<file path="src/rtl/mem_bus_arbiter_pkg.sv">
// Shared constants for the memory bus arbiter: FSM state codes,
// requester IDs and default bus widths.
package cpu_bus_pkg;

    localparam int unsigned DEF_AW = 8;
    localparam int unsigned DEF_DW = 16;

    // FSM state encodings
    localparam logic [1:0] ST_IDLE   = 2'd0;
    localparam logic [1:0] ST_ACCESS = 2'd1;
    localparam logic [1:0] ST_DONE   = 2'd2;

    // Requester IDs, also the bit positions in the one-hot grant vector
    localparam logic [1:0] REQ_IF  = 2'd0;
    localparam logic [1:0] REQ_DU  = 2'd1;
    localparam logic [1:0] REQ_DBG = 2'd2;

endpackage

</file>
<file path="src/rtl/mem_bus_arbiter_if.sv">
// Bus bundle between the CPU-side requesters, the arbiter and the memory macro.
// slave: the arbiter's view; master: the requesters' and memory's view.
interface mem_bus_arbiter_if
    import cpu_bus_pkg::*;
#(
    parameter int unsigned AW = DEF_AW,
    parameter int unsigned DW = DEF_DW
);
    // instruction fetch port
    logic          if_req;
    logic [AW-1:0] if_addr;
    logic [DW-1:0] if_rdata;
    logic          if_ack;
    // data load/store port
    logic          du_req;
    logic          du_we;
    logic [AW-1:0] du_addr;
    logic [DW-1:0] du_wdata;
    logic [DW-1:0] du_rdata;
    logic          du_ack;
    // debug/loader port
    logic          dbg_req;
    logic          dbg_we;
    logic [AW-1:0] dbg_addr;
    logic [DW-1:0] dbg_wdata;
    logic [DW-1:0] dbg_rdata;
    logic          dbg_ack;
    // memory side
    logic          mem_cs;
    logic          mem_we;
    logic [AW-1:0] mem_addr;
    logic [DW-1:0] mem_wdata;
    logic [DW-1:0] mem_rdata;
    // status
    logic          stall;
    logic          busy;

    modport slave (
        input  if_req, if_addr,
        input  du_req, du_we, du_addr, du_wdata,
        input  dbg_req, dbg_we, dbg_addr, dbg_wdata,
        input  mem_rdata,
        output if_rdata, if_ack, du_rdata, du_ack, dbg_rdata, dbg_ack,
        output mem_cs, mem_we, mem_addr, mem_wdata,
        output stall, busy
    );

    modport master (
        output if_req, if_addr,
        output du_req, du_we, du_addr, du_wdata,
        output dbg_req, dbg_we, dbg_addr, dbg_wdata,
        output mem_rdata,
        input  if_rdata, if_ack, du_rdata, du_ack, dbg_rdata, dbg_ack,
        input  mem_cs, mem_we, mem_addr, mem_wdata,
        input  stall, busy
    );

endinterface

</file>
<file path="src/rtl/mem_bus_arbiter_pick.sv">
// Combinational priority select: IF > DU > DBG, with DBG promoted to the top
// when the starvation boost is active.
module bus_arb_pick
    import cpu_bus_pkg::*;
(
    input  logic       if_req_i,
    input  logic       du_req_i,
    input  logic       dbg_req_i,
    input  logic       dbg_boost_i,
    output logic [2:0] grant_o
);

    // one-hot grant, all-zero when nothing is requesting
    always_comb begin
        grant_o = '0;
        if (dbg_boost_i && dbg_req_i) grant_o[REQ_DBG] = 1'b1;
        else if (if_req_i)            grant_o[REQ_IF]  = 1'b1;
        else if (du_req_i)            grant_o[REQ_DU]  = 1'b1;
        else if (dbg_req_i)           grant_o[REQ_DBG] = 1'b1;
    end

endmodule

</file>
<file path="src/rtl/mem_bus_arbiter.sv">
// Shares a single-port memory between instruction fetch, data unit and debug.
// Each access: IDLE (arbitrate + latch) -> ACCESS (WAIT_CYCLES+1 cycles) -> DONE (ack).
module mem_bus_arbiter
    import cpu_bus_pkg::*;
#(
    parameter int unsigned AW           = DEF_AW,
    parameter int unsigned DW           = DEF_DW,
    parameter int unsigned WAIT_CYCLES  = 1,
    parameter int unsigned STARVE_LIMIT = 8
)(
    input  logic              clk,
    input  logic              n_rst,
    mem_bus_arbiter_if.slave  bus
);

    localparam logic [3:0] WAIT_MAX   = 4'(WAIT_CYCLES);
    localparam logic [7:0] STARVE_MAX = 8'(STARVE_LIMIT);

    logic [1:0]    state_q, state_d;
    logic [7:0]    starve_q, starve_d;
    logic [3:0]    cnt_q;
    logic [1:0]    id_q;
    logic          cs_q, we_q;
    logic [AW-1:0] addr_q;
    logic [DW-1:0] wdata_q;
    logic [DW-1:0] if_rdata_q, du_rdata_q, dbg_rdata_q;
    logic [2:0]    ack_q;
    logic [2:0]    grant;

    bus_arb_pick u_pick (
        .if_req_i    (bus.if_req),
        .du_req_i    (bus.du_req),
        .dbg_req_i   (bus.dbg_req),
        .dbg_boost_i (starve_q == STARVE_MAX),
        .grant_o     (grant)
    );

    // next state and saturating starvation count for the debug port
    always_comb begin
        state_d  = state_q;
        starve_d = starve_q;
        case (state_q)
            ST_IDLE:   if (|grant) state_d = ST_ACCESS;
            ST_ACCESS: if (cnt_q == '0) state_d = ST_DONE;
            ST_DONE:   state_d = ST_IDLE;
            default:   state_d = ST_IDLE;
        endcase
        if (!bus.dbg_req) begin
            starve_d = '0;
        end else if (state_q == ST_IDLE) begin
            if (grant[REQ_DBG])            starve_d = '0;
            else if (starve_q != STARVE_MAX) starve_d = starve_q + 8'd1;
        end
    end

    // FSM, operand latch, wait counter, rdata and ack registers
    always_ff @(posedge clk or negedge n_rst) begin
        if (!n_rst) begin
            state_q     <= ST_IDLE;
            starve_q    <= '0;
            cnt_q       <= '0;
            id_q        <= REQ_IF;
            cs_q        <= 1'b0;
            we_q        <= 1'b0;
            addr_q      <= '0;
            wdata_q     <= '0;
            if_rdata_q  <= '0;
            du_rdata_q  <= '0;
            dbg_rdata_q <= '0;
            ack_q       <= '0;
        end else begin
            state_q  <= state_d;
            starve_q <= starve_d;
            ack_q    <= '0;
            case (state_q)
                ST_IDLE: begin
                    if (|grant) begin
                        cs_q  <= 1'b1;
                        cnt_q <= WAIT_MAX;
                        if (grant[REQ_IF]) begin
                            id_q    <= REQ_IF;
                            we_q    <= 1'b0;
                            addr_q  <= bus.if_addr;
                            wdata_q <= '0;
                        end else if (grant[REQ_DU]) begin
                            id_q    <= REQ_DU;
                            we_q    <= bus.du_we;
                            addr_q  <= bus.du_addr;
                            wdata_q <= bus.du_wdata;
                        end else begin
                            id_q    <= REQ_DBG;
                            we_q    <= bus.dbg_we;
                            addr_q  <= bus.dbg_addr;
                            wdata_q <= bus.dbg_wdata;
                        end
                    end
                end
                ST_ACCESS: begin
                    if (cnt_q != '0) begin
                        cnt_q <= cnt_q - 4'd1;
                    end else begin
                        cs_q <= 1'b0;
                        we_q <= 1'b0;
                        case (id_q)
                            REQ_IF: begin
                                ack_q[REQ_IF] <= 1'b1;
                                if (!we_q) if_rdata_q <= bus.mem_rdata;
                            end
                            REQ_DU: begin
                                ack_q[REQ_DU] <= 1'b1;
                                if (!we_q) du_rdata_q <= bus.mem_rdata;
                            end
                            default: begin
                                ack_q[REQ_DBG] <= 1'b1;
                                if (!we_q) dbg_rdata_q <= bus.mem_rdata;
                            end
                        endcase
                    end
                end
                default: ;
            endcase
        end
    end

    assign bus.mem_cs    = cs_q;
    assign bus.mem_we    = we_q;
    assign bus.mem_addr  = addr_q;
    assign bus.mem_wdata = wdata_q;
    assign bus.if_rdata  = if_rdata_q;
    assign bus.du_rdata  = du_rdata_q;
    assign bus.dbg_rdata = dbg_rdata_q;
    assign bus.if_ack    = ack_q[REQ_IF];
    assign bus.du_ack    = ack_q[REQ_DU];
    assign bus.dbg_ack   = ack_q[REQ_DBG];
    assign bus.stall     = (bus.if_req & ~ack_q[REQ_IF]) | (bus.du_req & ~ack_q[REQ_DU]);
    assign bus.busy      = (state_q != ST_IDLE);

endmodule

</file>
<file path="src/flat_wrapper.sv">
// flat-port wrapper written by rule: the top's interface ports become plain ports
module mem_bus_arbiter_flat import cpu_bus_pkg::*;
#(
    parameter int unsigned AW           = DEF_AW,
    parameter int unsigned DW           = DEF_DW,
    parameter int unsigned WAIT_CYCLES  = 1,
    parameter int unsigned STARVE_LIMIT = 8
)
  (clk, n_rst, bus_if_req, bus_if_addr, bus_du_req, bus_du_we, bus_du_addr, bus_du_wdata, bus_dbg_req, bus_dbg_we, bus_dbg_addr, bus_dbg_wdata, bus_mem_rdata, bus_if_rdata, bus_if_ack, bus_du_rdata, bus_du_ack, bus_dbg_rdata, bus_dbg_ack, bus_mem_cs, bus_mem_we, bus_mem_addr, bus_mem_wdata, bus_stall, bus_busy);
  mem_bus_arbiter_if #(.AW(AW), .DW(DW)) bus_i ();
  input  logic clk;
  input  logic n_rst;
  input wire logic [$bits(bus_i.if_req)-1:0] bus_if_req;
  input wire logic [$bits(bus_i.if_addr)-1:0] bus_if_addr;
  input wire logic [$bits(bus_i.du_req)-1:0] bus_du_req;
  input wire logic [$bits(bus_i.du_we)-1:0] bus_du_we;
  input wire logic [$bits(bus_i.du_addr)-1:0] bus_du_addr;
  input wire logic [$bits(bus_i.du_wdata)-1:0] bus_du_wdata;
  input wire logic [$bits(bus_i.dbg_req)-1:0] bus_dbg_req;
  input wire logic [$bits(bus_i.dbg_we)-1:0] bus_dbg_we;
  input wire logic [$bits(bus_i.dbg_addr)-1:0] bus_dbg_addr;
  input wire logic [$bits(bus_i.dbg_wdata)-1:0] bus_dbg_wdata;
  input wire logic [$bits(bus_i.mem_rdata)-1:0] bus_mem_rdata;
  output wire logic [$bits(bus_i.if_rdata)-1:0] bus_if_rdata;
  output wire logic [$bits(bus_i.if_ack)-1:0] bus_if_ack;
  output wire logic [$bits(bus_i.du_rdata)-1:0] bus_du_rdata;
  output wire logic [$bits(bus_i.du_ack)-1:0] bus_du_ack;
  output wire logic [$bits(bus_i.dbg_rdata)-1:0] bus_dbg_rdata;
  output wire logic [$bits(bus_i.dbg_ack)-1:0] bus_dbg_ack;
  output wire logic [$bits(bus_i.mem_cs)-1:0] bus_mem_cs;
  output wire logic [$bits(bus_i.mem_we)-1:0] bus_mem_we;
  output wire logic [$bits(bus_i.mem_addr)-1:0] bus_mem_addr;
  output wire logic [$bits(bus_i.mem_wdata)-1:0] bus_mem_wdata;
  output wire logic [$bits(bus_i.stall)-1:0] bus_stall;
  output wire logic [$bits(bus_i.busy)-1:0] bus_busy;
  assign bus_i.if_req = bus_if_req;
  assign bus_i.if_addr = bus_if_addr;
  assign bus_i.du_req = bus_du_req;
  assign bus_i.du_we = bus_du_we;
  assign bus_i.du_addr = bus_du_addr;
  assign bus_i.du_wdata = bus_du_wdata;
  assign bus_i.dbg_req = bus_dbg_req;
  assign bus_i.dbg_we = bus_dbg_we;
  assign bus_i.dbg_addr = bus_dbg_addr;
  assign bus_i.dbg_wdata = bus_dbg_wdata;
  assign bus_i.mem_rdata = bus_mem_rdata;
  assign bus_if_rdata = bus_i.if_rdata;
  assign bus_if_ack = bus_i.if_ack;
  assign bus_du_rdata = bus_i.du_rdata;
  assign bus_du_ack = bus_i.du_ack;
  assign bus_dbg_rdata = bus_i.dbg_rdata;
  assign bus_dbg_ack = bus_i.dbg_ack;
  assign bus_mem_cs = bus_i.mem_cs;
  assign bus_mem_we = bus_i.mem_we;
  assign bus_mem_addr = bus_i.mem_addr;
  assign bus_mem_wdata = bus_i.mem_wdata;
  assign bus_stall = bus_i.stall;
  assign bus_busy = bus_i.busy;
  mem_bus_arbiter #(.AW(AW), .DW(DW), .WAIT_CYCLES(WAIT_CYCLES), .STARVE_LIMIT(STARVE_LIMIT)) u_core (.clk(clk), .n_rst(n_rst), .bus(bus_i));
endmodule
</file>
<file path="config.mk">
export PLATFORM = sky130hd
export DESIGN_NAME = mem_bus_arbiter_flat
export DESIGN_NICKNAME = d
export VERILOG_FILES = /design/src/rtl/mem_bus_arbiter_pkg.sv /design/src/rtl/mem_bus_arbiter_if.sv /design/src/rtl/mem_bus_arbiter_pick.sv /design/src/rtl/mem_bus_arbiter.sv /design/src/flat_wrapper.sv
export SDC_FILE = /design/constraint.sdc
export NUM_CORES = 1
export LEC_CHECK = 0
export BUFFER_PORTS_ARGS = -buffer_cell sky130_fd_sc_hd__buf_4
export CAP_MARGIN = 10
export CORE_MARGIN = 2
export CORE_UTILIZATION = 45
export DETAILED_ROUTE_END_ITERATION = 10
export GPL_TIMING_DRIVEN = 0
export PLACE_DENSITY = 0.74
export SLEW_MARGIN = 20
export SYNTH_ARGS = -nofsm -noshare
export SYNTH_HDL_FRONTEND = slang
export SYNTH_SLANG_ARGS = --single-unit
</file>
<file path="constraint.sdc">
create_clock -name clk -period 5.15 [get_ports clk]
set_clock_uncertainty 0.2 [all_clocks]
set_input_delay 0.515 -clock clk [delete_from_list [all_inputs] [get_ports clk]]
set_output_delay 0.515 -clock clk [all_outputs]
set_load 0.02 [all_outputs]
</file>
* Word-level counts from Yosys, hierarchy flattened
Index checks and enable logic that the tools add are counted.
** Word-level totals
- Output and inout bits :: 79
- Word-level logic and storage cells :: 84
- Input port bits :: 79
- Flip-flop bits (word level) :: 93
** Cells by class
- Bitwise operators :: 8
- $add $sub $neg :: 2
- Equality and inequality tests :: 10
- Reduce and logical (&&, ||, !) cells :: 17
- Mux-type cells :: 35
** Operator list (number)
- 8-bit two-way mux :: 6
- 16-bit two-way mux :: 2
- 1-bit two-way mux :: 13
- 2-bit two-way mux :: 6
- 4-bit AND reduction :: 3
- 8-bit by 1-bit adder with 8-bit output (second input constant) :: 1
- 8-bit by 4-bit equality test with 1-bit output (second input constant) :: 1
- 4-bit two-way mux :: 2
- 8-bit by 4-bit inequality test with 1-bit output (second input constant) :: 1
- 4-bit case mux with 2 select lines :: 1
- 3-bit two-way mux :: 2
- 2-bit by 1-bit inequality test with 1-bit output (second input constant) :: 3
- 2-bit AND reduction :: 3
- 3-bit AND reduction :: 2
- 1-bit NOT :: 5
- 2-bit by 1-bit equality test with 1-bit output (second input constant) :: 2
- 2-bit zero test :: 2
- 4-bit zero test :: 1
- 2-bit inequality test (second input constant) :: 2
- 1-bit case mux with 2 select lines :: 2
- 2-bit case mux with 2 select lines :: 1
- 2-bit nonzero test :: 2
- 4-bit nonzero test :: 1
- 4-bit by 1-bit subtractor with 4-bit output (second input constant) :: 1
- other kinds (6) :: 7

* Longest topological paths before layout
- Depth after elaboration :: 8
- Gate-level depth with buffers :: 8
- Gate-level depth less buffers :: 7

* Hierarchy
From an unflattened synthesis, not the netlist that was laid out.
** Second synthesis, totals
- Cells, all modules :: 337
- Area total of the unflattened synthesis :: 4239.1 sq um
** By module, submodules not included
- mem_bus_arbiter :: area each 4200.3 sq um, cells each 332, sequential area each 2327.2 sq um, times used 1
- bus_arb_pick :: area each 38.8 sq um, cells each 5, sequential area each 0.0 sq um, times used 1

* Worst setup path before layout
Ideal clock, no wire load.
- Kind :: register to register
- Start :: reg u_core.cnt_q[0]
- End :: reg u_core.du_rdata_q[10] (netlist: u_core.bus.du_rdata[10])
- Path buffers :: 2
- Data required time :: 4825 ps
- Path slack :: 2779 ps
- Library setup time :: 125 ps
- Period minus slack after synthesis :: 2371 ps
- Cell stages (with the launch flop) :: 9
- Arrival :: 2046 ps
- Cell sequence :: dfrtp_1 > inv_1 > ha_1 > nor3b_2 > nand3_2 > or4b_4 > buf_6 > buf_12 > mux2_4
** Between the ends
- Word-level cells in the longest chain between the ends :: 3
** RTL lines
- start, declared :: line mem_bus_arbiter.sv:21 : logic [3:0] cnt_q;
- start signal, assigned :: line mem_bus_arbiter.sv:100 : cnt_q <= cnt_q - 4'd1;
- 4-bit nonzero test :: line mem_bus_arbiter.sv:99 : if (cnt_q != '0) begin
- 1-bit NOT (no line)
- 4-bit AND reduction (no line)
- end signal, assigned :: line mem_bus_arbiter.sv:111 : if (!we_q) du_rdata_q <= bus.mem_rdata;
- end, declared :: line mem_bus_arbiter.sv:26 : logic [DW-1:0] if_rdata_q, du_rdata_q, dbg_rdata_q;
Every way passes these cells.
A chain may end at the register's enable or synchronous reset.

* Worst setup path in the final report
- Start :: reg u_core.cnt_q[0]
- End :: reg u_core.if_rdata_q[13] (netlist: u_core.bus.if_rdata[13])
** Between the ends
- Word-level cells in the longest chain between the ends :: 3
** RTL lines
- 4-bit nonzero test :: line mem_bus_arbiter.sv:99
- 1-bit NOT (no line)
- 4-bit AND reduction (no line)
- end signal, assigned :: line mem_bus_arbiter.sv:107 : if (!we_q) if_rdata_q <= bus.mem_rdata;
- end, declared :: line mem_bus_arbiter.sv:26
Every way passes these cells.

==> impl_metrics.toml <==
[grt]
gr-usage-all-layers_pct = 20.5
grt_pass1_vias = 3376
grt_max_degree = 94
antenna_found_initial = 0
grt_pass1_wl_um = 16500
grt_overflow = 0

[worst_setup_path]
timing.rr.start = "u_core.cnt_q[0]"
path_cells = "inv_1 -> ha_1 -> nor3b_2 -> nand3_2 -> nor4_2 -> buf_4 -> mux2_2"
cp_num_buf_inv = 2
critical_path.endpoint_type = "flip-flop"
reg2reg_to = "u_core.bus.if_rdata[13]"
worstPathMaxFanout = 10
r2r_setup_slack_ps = 2350
crit_arrival_ps = 2840
worst-setup-path-type = "reg2reg"
critPathLaunchType = "flip-flop"
required_ps = 5190
rr_worst_depth = 7
crit_family = "simple AND/OR/NAND/NOR gates"
cp_slowest_stage_delay_ps = 690
worst_path_max_delay_cell = "nor4_2"

[finish]
nFillCells = 749
final-instance-count-excl-fill = 648
nNetsFinal = 615
area_growth_pct = 35.4
drive_gt1_share_pct = 45.1
fin_area_mm2 = 0.00574
post-route-util_pct = 62.4
antenna-diode-count = 0

[sta]
tightest_slew_ps = 871
max_freq_ghz = 0.357
min_period_ps = 2800
tns_ps = 0
rsz0062_at_grt = "false"
relSlewSlack_pct = 41.4
min_period_over_period_pct = 54.5
maxSlewViolCount = 0
setup_viol = 0
hold_violations = 0

[yosys]
avgSynthCellArea_um2 = 11.6
synth_flop_cell = "dfrtp_1"
yosys_warnings = 0
synth_area_leader_cell = "dfrtp_1"
netlist_area_mm2 = 0.00424
yosysSeqAreaShare_pct = 54.9
synth_nets = 448
synth_edf_count = 0
synth_cells = 365
ys_ff_latch = 93
synth.area.top_cells = "dfrtp_1 55%, mux2_2 10%, nor2_1 5.0%, a221oi_1 3.7%, mux2_4 3.5%"
synth_top_area_share_pct = 54.9
synth_cell_types = 55
async_flop_share_pct = 100

[floorplanning]
core_area_mm2 = 0.00920
die-width_um = 101
ios = 158
start_util_pct = 46.1
core.rowCount = 35
die_area_mm2 = 0.0102
die_y_um = 101

[place]
place_congestion = 0.808
place_area_mm2 = 0.00555
port_buffers = 156
dpl.hpwl_um = 7680
dp.cells = 632

[clocking]
clock-sinks = 93
h-tree-depth = 3
cts_tree = "built"
postCtsSetupBuffers = 0
root_buffer = "clkbuf_8"
clockBufferDepth = 2
clkTransAtPathRegs_ps = 100
cts_buffers = 9
ctsHoldBuffers = 0
ctsResizeCount = 0
clk_latency_ps = 350

[route]
ant_nets = 0
dr.first_iter.drc_count = 129
first_pass_iters = 4
wl_um = 10400
viasPerCell = 5.41
vias = 3507
drc_errors = 0
wl_per_cell_um = 16.1

[pwr]
irDropWorstVdd_uv = 287
pwr_density_cell_mw_per_mm2 = 599
p_leak_nw = 2.74
finalPower_mw = 3.44

[outcome]
outcome = "finished clean"

[worst_hold_path]
hold_path.class = "in2async"

[flow_run]
maxCapViolCount = 0
==> cell usage after synthesis (2+ instances only) <==
| cell type | count |
|---|---|
| nand3_1 | 2 |
| a21oi_1 | 9 |
| nor3b_1 | 2 |
| clkbuf_1 | 14 |
| dfrtp_1 | 93 |
| o41ai_1 | 7 |
| buf_2 | 3 |
| or2_2 | 6 |
| o21ai_0 | 7 |
| and2_1 | 4 |
| nor2_1 | 56 |
| nand2_1 | 24 |
| ha_1 | 4 |
| a221oi_1 | 18 |
| mux2_4 | 10 |
| o31a_1 | 2 |
| inv_1 | 9 |
| xnor2_1 | 2 |
| a211o_1 | 7 |
| o22ai_1 | 2 |
| mux2_2 | 39 |
| nand2b_1 | 2 |
| nor3_1 | 11 |
==> worst max path at each step <==
stage,cells after the start,slack (ps),startpoint,to
finish,7,2350,u_core.cnt_q[0],u_core.bus.if_rdata[13]
CTS,7,2270,u_core.cnt_q[0],u_core.bus.if_rdata[13]
floorplan,8,2780,u_core.cnt_q[0],u_core.bus.du_rdata[10]
global placement,7,2300,u_core.cnt_q[0],u_core.bus.if_rdata[14]
global route,7,2070,u_core.cnt_q[0],u_core.bus.if_rdata[13]
detailed placement,7,2280,u_core.cnt_q[0],u_core.bus.if_rdata[13]
==> cell usage in the layout (no fill, tap or decap), drive strengths merged, types with 2 or more instances in the layout <==
master	n
nand3	3
a21oi	9
ha	4
clkinv	2
mux2	49
nor4	2
nor2	56
o41ai	7
clkbuf	23
nor3	11
inv	15
nor4b	2
and2	4
or4b	2
nand2b	2
a221oi	18
or2	6
a211oi	2
dfrtp	93
a211o	7
o31a	2
nor3b	3
nand2	24
o21ai	7
buf	162
o22ai	3
xnor2	2
==> worst reg2reg max path: cells and delay by family, from the launching register on <==
| kind | cells | cell delay, ps |
|---|---|---|
| simple gates | 3 | 1140 |
| buf+inv | 2 | 440 |
| flops | 1 | 390 |
| mux | 1 | 350 |
| fa+ha+maj | 1 | 180 |
==> where the power goes <==
group / total [mW] / switching (mW) / leakage, nW / internal, mW
combinational: 1.71 / 0.916 / 1.52 / 0.790
clock: 0.470 / 0.283 / 0.0931 / 0.187
sequential: 1.26 / 0.196 / 1.12 / 1.06
==> logic make-up (layout without fill, tap and decap cells) <==
logic type                 after synthesis  after routing  synth area share, %
xor gates and xnor gates                 2              2                0.413
adders and majority gates                4              4                 1.18
AOI/OAI and AO/OA                       63             63                 11.6
muxes                                   49             49                 13.9
buffers and inverters                   31            203                 3.48
and+or+nand+nor                        123            123                 14.5
DFF                                     93             93                 54.9
==> flip-flops by register name, indices dropped and copies added (netlist names) <==
register,cells
u_core.bus.dbg_rdata,16
u_core.bus.du_rdata,16
u_core.bus.if_rdata,16
u_core.bus.mem_wdata,16
u_core.bus.mem_addr,8
u_core.starve_q,8
u_core.cnt_q,4
u_core.ack_q,3
u_core.id_q,2
u_core.state_q,2
u_core.bus.mem_cs,1
u_core.bus.mem_we,1
==> through the flow <==
| step | hold WS, ps | setup slack [ps] |
|---|---|---|
| 2_1_floorplan | 19.4 | 2780 |
| 6_report | 10.9 | 2350 |
| 5_1_grt | 95.5 | 2070 |
| 3_3_place_gp | 259 | 2300 |
| 3_5_place_dp | 271 | 2280 |
| 4_1_cts | 71.7 | 2270 |
==> per-layer routing <==
metal / track usage, % / wire [µm] / vias to the layer above
met5: 0 / 0 / -
met4: 4.37 / 105 / 0
met3: 6.59 / 940 / 9
met2: 33.4 / 4960 / 167
met1: 26.9 / 4430 / 1693
li1: - / - / 1638
==> layout make-up <==
type                    count  area (µm²)  share of cell area [%]
flip-flops and latches     93        2330                    40.5
multi-input cells         241        1770                    30.8
repair buffers            156        1170                    20.5
well taps                 111         139                    2.42
clock buffers               9         124                    2.16
plain buffers              20         106                    1.85
clock inverters             7        62.6                    1.09
inverters                  11        41.3                   0.719
Note: power is estimated with default switching activity, not from simulation.
